--- config.mk ---
export PLATFORM = sky130hd
export DESIGN_NAME = gf_horner_eval
export DESIGN_NICKNAME = d
export VERILOG_FILES = /design/src/rtl/gf_horner_eval.sv
export SDC_FILE = /design/constraint.sdc
export NUM_CORES = 1
export LEC_CHECK = 0
export CAP_MARGIN = 40
export CORE_MARGIN = 2
export CORE_UTILIZATION = 40
export DETAILED_ROUTE_END_ITERATION = 16
export GPL_TIMING_DRIVEN = 0
export HOLD_SLACK_MARGIN = 0.05
export PLACE_DENSITY = 0.65
export SETUP_SLACK_MARGIN = 0.3
export SLEW_MARGIN = 10
export SYNTH_ARGS = -nofsm -noshare
export SYNTH_HDL_FRONTEND = slang
export SYNTH_SLANG_ARGS = --single-unit
--- constraint.sdc ---
create_clock -name clk -period 2.3 [get_ports clk]
set_clock_uncertainty 0.2 [all_clocks]
set_input_delay 0.345 -clock clk [delete_from_list [all_inputs] [get_ports clk]]
set_output_delay 0.345 -clock clk [all_outputs]
set_load 0.1 [all_outputs]
--- src/rtl/gf_horner_eval.sv ---
// -----------------------------------------------------------------------------
// gf_horner_eval
//
// Sequential polynomial evaluator over GF(2^32) using Horner's rule:
//   r = c0*x^(N-1) ^ c1*x^(N-2) ^ ... ^ c(N-1)
// The field is defined by P(z) = z^32 + poly. The evaluation point x is a
// 9-bit field element. Each Horner step multiplies the accumulator by x
// bit-serially (one multiplier bit per cycle, MSB first) and then folds in
// the next coefficient, so one coefficient is consumed every 10 cycles.
//
// Ports:
//   clk         clock, all state updates on the rising edge
//   rst_n       synchronous active-low reset
//   start       begin a new evaluation (honoured only when idle)
//   poly        low 32 coefficients of P(z), latched on accepted start
//   x           9-bit evaluation point, latched on accepted start
//   coef_valid  upstream coefficient available
//   coef_data   coefficient, highest power first
//   coef_last   marks the final coefficient (qualified by coef_valid)
//   coef_ready  block can accept a coefficient
//   res_valid   result available, held until res_ready
//   res_data    evaluation result
//   res_ready   downstream accepts the result
//   busy        high whenever an evaluation is in progress
// -----------------------------------------------------------------------------
module gf_horner_eval (
    input  logic        clk,
    input  logic        rst_n,
    input  logic        start,
    input  logic [31:0] poly,
    input  logic [8:0]  x,
    input  logic        coef_valid,
    input  logic [31:0] coef_data,
    input  logic        coef_last,
    output logic        coef_ready,
    output logic        res_valid,
    output logic [31:0] res_data,
    input  logic        res_ready,
    output logic        busy
);

    typedef enum logic [1:0] {
        IDLE = 2'd0,
        ACC  = 2'd1,
        MUL  = 2'd2,
        DONE = 2'd3
    } state_t;

    state_t      state;
    logic [31:0] poly_r;
    logic [8:0]  x_r;
    logic [31:0] acc;
    logic [31:0] t;
    logic [31:0] c_r;
    logic        last_r;
    logic [3:0]  cnt;

    // One shift-reduce-conditional-XOR step of the MSB-first multiplier.
    logic [31:0] t_shift;
    logic [31:0] t_reduced;
    logic [31:0] t_next;
    logic [31:0] acc_next;

    // NOTE: every always_comb output gets a value on every path; here each is
    // a plain expression, so no path can leave one unassigned and infer a latch.
    always_comb begin
        t_shift   = {t[30:0], 1'b0};
        t_reduced = t[31] ? (t_shift ^ poly_r) : t_shift;
        t_next    = t_reduced ^ (x_r[cnt] ? acc : 32'd0);
        acc_next  = t_next ^ c_r;
    end

    // The accumulator is only written at the end of a Horner step and held
    // through DONE, so it doubles as the result register.
    assign res_data = acc;

    // NOTE: all state uses non-blocking assignments so every register samples
    // pre-edge values; the reset is synchronous, sampled only at the clock edge.
    always_ff @(posedge clk) begin
        if (!rst_n) begin
            state      <= IDLE;
            poly_r     <= 32'd0;
            x_r        <= 9'd0;
            acc        <= 32'd0;
            t          <= 32'd0;
            c_r        <= 32'd0;
            last_r     <= 1'b0;
            cnt        <= 4'd0;
            coef_ready <= 1'b0;
            res_valid  <= 1'b0;
            busy       <= 1'b0;
        end else begin
            case (state)
                IDLE: begin
                    if (start) begin
                        poly_r     <= poly;
                        x_r        <= x;
                        acc        <= 32'd0;
                        state      <= ACC;
                        coef_ready <= 1'b1;
                        busy       <= 1'b1;
                    end
                end

                ACC: begin
                    // coef_ready is a registered copy of (state == ACC).
                    if (coef_valid) begin
                        c_r        <= coef_data;
                        last_r     <= coef_last;
                        t          <= 32'd0;
                        cnt        <= 4'd8;
                        state      <= MUL;
                        coef_ready <= 1'b0;
                    end
                end

                MUL: begin
                    t <= t_next;
                    if (cnt == 4'd0) begin
                        // Final multiplier bit: fold the coefficient into the
                        // freshly completed product acc*x.
                        acc <= acc_next;
                        if (last_r) begin
                            state     <= DONE;
                            res_valid <= 1'b1;
                        end else begin
                            state      <= ACC;
                            coef_ready <= 1'b1;
                        end
                    end else begin
                        cnt <= cnt - 4'd1;
                    end
                end

                DONE: begin
                    if (res_ready) begin
                        state     <= IDLE;
                        res_valid <= 1'b0;
                        busy      <= 1'b0;
                    end
                end

                default: begin
                    state      <= IDLE;
                    coef_ready <= 1'b0;
                    res_valid  <= 1'b0;
                    busy       <= 1'b0;
                end
            endcase
        end
    end

endmodule

======== After elaboration in Yosys (flattened, before gate mapping) ========
Index checks and enable logic that the tools add are counted.
storage, ports and cells
  input port bits ......................... 79
  register bits after elaboration ......... 147
  output and inout port bits .............. 35
cells by class
  order comparisons ....................... 1
  eq/ne operators ......................... 10
  reductions and logical operators ........ 16
  add/subtract/negate cells ............... 1
  muxes and demuxes ....................... 28
  bitwise gates (word level) .............. 3
operators with widths
  operator               number
  $mux W32               5
  $pmux W32 S2           2
  $xor A32 B32 Y32       3
  $ne A2 B2 Y1 const B   7
  $mux W2                5
  $reduce_and A3 Y1      3
  $mux W1                8
  $mux W4                2
  $pmux W2 S4            1
  $pmux W4 S2            1
  $reduce_and A4 Y1      2
  $reduce_bool A2 Y1     4
  $reduce_and A2 Y1      3
  $lt A4 B5 Y1 const B   1
  $reduce_and A5 Y1      1
  $bmux W1 S4            1
  $eq A2 B2 Y1 const B   2
  $logic_not A4 Y1       1
  $pmux W1 S2            2
  $sub A4 B1 Y4 const B  1
  $pmux W1 S3            1
  $reduce_bool A3 Y1     1
  $eq A2 B1 Y1 const B   1
  $logic_not A2 Y1       1

======== Longest topological paths before layout ========
  depth in word-level cells ............... 7
  mapped depth ............................ 10
  mapped depth without buffers ............ 7

======== Least setup slack after synthesis ========
Ideal clock, no wire load.
  kind .................................... reg2reg
  start point ............................. register cnt[0]
  end point ............................... register acc[10] (netlist: res_data[10])
  setup slack ............................. 0.042 ns
  required time ........................... 1.981 ns
  cell stages (with the launch flop) ...... 10
  arrival ................................. 1.939 ns
  buffers on the path ..................... 2
  library setup time ...................... 0.119 ns
  cell sequence ........................... dfxtp_1 buf_6 inv_1 ha_1 nor3b_1 mux2i_1 o21ai_0 clkbuf_1 o21ai_1 a32o_1
on the way
  cells in the longest elaborated chain, start to end .. 7
  elaborated cells between the ends (all ways) .. 10
  those cells by class .................... eq/ne (1); mux (5); bitwise (2); reduce/logical (2)
RTL lines
  what                           line  RTL
  start, declared                56    logic [3:0] cnt;
  start signal, assigned         131   cnt <= cnt - 4'd1;
  $bmux W1 S4                    69    t_next = t_reduced ^ (x_r[cnt] ? acc : 32'd0);
  $mux W1 (implied by the code)  69
  $mux W32                       69
  $xor A32 B32 Y32               69
  $xor A32 B32 Y32               70    acc_next = t_next ^ c_r;
  $mux W32                       119   if (cnt == 4'd0) begin
  $pmux W32 S2                   93    case (state)
  end signal, assigned           122   acc <= acc_next;
  end, declared                  52    logic [31:0] acc;
Several ways; a longest one is shown, not always the timed one. The select of a mux whose other input is x is not followed.
A chain may end at the register's enable or synchronous reset.

======== Worst setup path in the final report ========
  start point ............................. register cnt[0]
  end point ............................... register acc[18] (netlist: res_data[18])
Same word-level chain as after synthesis.

==> flow_summary.ini <==
[run_status]
status = finished with violations
violations = setup timing

[place]
dp_hpwl_microns = 14200
place_inst = 1193
routabilityCongestion = 0.814
io_buffers = 113

[routing]
post_drt_wl_per_cell_microns = 16.9
route.vias.total = 6869
wl_microns = 21100
antenna_left = 0
drt-vias-per-instance = 5.50
drtIter0Drc = 553
drc_errors = 0
firstDrtPassIters = 8

[worst_setup_path]
critical_path_class = register to register
cp_max_fo = 10
cp-end-kind = register
path_common_cell = buf_6
r2r_setup_slack_ps = -20
worst_path_max_delay_cell = or3b_1
required_ps = 2470
crit_path_start_kind = register
r2r-start = cnt[0]$_SDFFE_PN0P_
crit_chain = buf_6 -> inv_4 -> ha_4 -> or3b_1 -> clkbuf_8 -> nor3_4 -> o31ai_4 -> buf_6 -> buf_12 -> o21ai_2 -> a32o_1
worstSetupStartpoint = cnt[0]$_SDFFE_PN0P_
max_stage_delay_ps = 350
crit_arrival_ps = 2490

[global_routing]
grt_pass1_wl_microns = 33100
grt_max_degree = 17
antenna_found_initial = 0
grt_pass1_vias = 6364
grt_overflow = 0
grtUsageTotal_pct = 23.6

[timing]
max_slew_margin_pct = 63.1
min_period_ps = 2320
max_freq_ghz = 0.431
timing.hold.ws_ps = 254
worst_pin_slew_ps = 553
setup_ws_ps = -22.0
grt_setup_unrepaired = true
final_hold_viol_count = 0
tns_ps = -50.2
timing.final.crit_share_pct = 101
slew_violations = 0
setup-violations-final = 8

[floorplanning]
die_y_microns = 134
pin_count = 114
start_util_pct = 40.8
die_w_microns = 134
die_area_sq_um = 17900
coreArea_sq_um = 16500
fp-row-count = 47

[yosys]
synth_xor_area_share_pct = 8.64
synth_cells = 825
yosys.area_share.simple_pct = 20.1
synth_nets = 905
synth_mux_area_share_pct = 0.779
synth.distinct_cells = 49
ys.flop_type = dfxtp_1
synth_top_family_by_area = compound AO/OA/AOI/OAI gates
synth_top_cell_by_area = dfxtp_1
ys.warnings.count = 0
ys_ff_latch = 147
yosysTopAreaCellShare_pct = 43.6
synth_most_common_cell = nand2_1
synth-edff-count = 0
synth-compound-area-share_pct = 21.9
synth.area.top_cells = dfxtp_1, nand2_1, a21oi_1
synthTopCellsByCount = nand2_1, dfxtp_1, a21oi_1
synth_area_sq_um = 6750
yosysSeqAreaShare_pct = 43.6
yosys.area_share.adder_pct = 0.185
ys_async_sr_fraction_pct = 0
syn_avg_cell_area_sq_um = 8.18

[flow_run]
cap_violations = 0

[power]
power_mw = 6.59
switching_power_mw = 1.65
powerDensity_nw_per_um2 = 647
seq_power_share_pct = 40.9
p_int_mw = 4.94
p_sw_share_pct = 25.1
combinationalPowerShare_pct = 14.2
ir_drop_v = 0.000531
pwr-share-clk_pct = 44.9
p_leak_nw = 3.71

[clocking]
clkSinkCount = 147
cts-hold-fix-buffers = 0
root_buffer = clkbuf_16
cts_tree = built
clk_latency_ps = 440
cts.path.max_buffers = 2
cts_max_level = 4
clk_pin_slew_ps = 60
cts_buffers = 17

[cells_and_area]
fin_nets = 1097
antennaDiodeCount = 0
layout-drive-gt1-share_pct = 21.7
layout.cells.non_filler = 1249
areaGrowthSynthToFinish_pct = 50.9
final_util_pct = 61.6

[min_path]
hp-start = poly_r[15]$_SDFFE_PN0P_
hold_class = register to register
[flip-flops by register name, summed over array words and instances, names as in the netlist]
name	flops
coef_ready	1
last_r	1
x_r	9
state	2
res_data	32
busy	1
c_r	32
t	32
poly_r	32
res_valid	1
cnt	4
[stage by stage]
step                      instance area [sq um]  setup slack, ps
after floorplan                            6790              160
after global placement                     8200             -376
after detailed placement                   8750             -399
after CTS                                  9920             24.3
after global routing                      10200            -91.5
final                                     10200            -22.0
[final cells by class]
class,instances,area (sq um)
Clock inverter,10,155
Multi-Input combinational cell,604,3710
Sequential cell,147,2970
Timing Repair Buffer,172,2090
Inverter,5,21.3
Tap cell,220,275
Clock buffer,21,470
Buffer,70,490
Fill cell,1423,6340
[critical path: cells and delay by family (launching register included)]
kind | cells | cell delay (ps)
fa+ha+maj | 1 | 120
compound gates | 3 | 370
flops | 1 | 310
buf+inv | 5 | 630
simple gates | 2 | 610
[what timing repair did]
item / CTS / global route
gates resized for setup: 182 / 65
setup endpoints to repair: 177 / 136
buffers inserted: 11 / 11
gates cloned: 5 / 0
pin swaps: 59 / 37
[final timing paths]
kind                               endpoint  depth (start not counted)
hold / removal      poly_r[15]$_SDFFE_PN0P_                          2
hold reg to reg     poly_r[15]$_SDFFE_PN0P_                          2
setup reg to reg  res_data[18]$_SDFFE_PN0P_                         11
setup / recovery  res_data[18]$_SDFFE_PN0P_                         11
[logic make-up (layout without fill, tap and decap cells)]
family | count (synthesis) | count (layout)
buffers and inverters | 75 | 278
and+or+nand+nor | 311 | 312
muxes | 4 | 4
xor gates and xnor gates | 65 | 65
adders and majority gates | 1 | 1
DFF | 147 | 147
AOI/OAI and AO/OA | 222 | 222
[power by group through the flow]
stage          logic, mW  registers (mW)  clock network, mW
2_1_floorplan      0.386            2.78                  0
3_3_place_gp       0.731            2.75                  0
3_5_place_dp       0.760            2.75                  0
4_1_cts            0.865            2.69               2.98
5_1_grt            0.997            2.71               3.10
6_report           0.933            2.70               2.96
[metal layers]
layer,track usage [%],vias up,part of all wire (%)
li1,-,3304,-
met1,31.2,3239,44
met2,37.4,269,46
met3,5.37,57,6.5
met4,9.75,0,3.1
met5,0,-,0
[placed cells by master (no fill, tap or decap), types with 30 or more instances in the layout]
cell type | netlist | final
xor2_1 | 33 | 33
a211o_1 | 30 | 30
dfxtp_1 | 147 | 126
a31oi_1 | 33 | 33
a21oi_1 | 80 | 80
nand3_1 | 34 | 33
xnor2_1 | 31 | 31
nand2_1 | 219 | 216
dlygate4sd2_1 | 0 | 33
buf_12 | 0 | 37
clkdlybuf4s50_1 | 0 | 78
nand4_1 | 31 | 31
(Power assumes the default switching activity.)
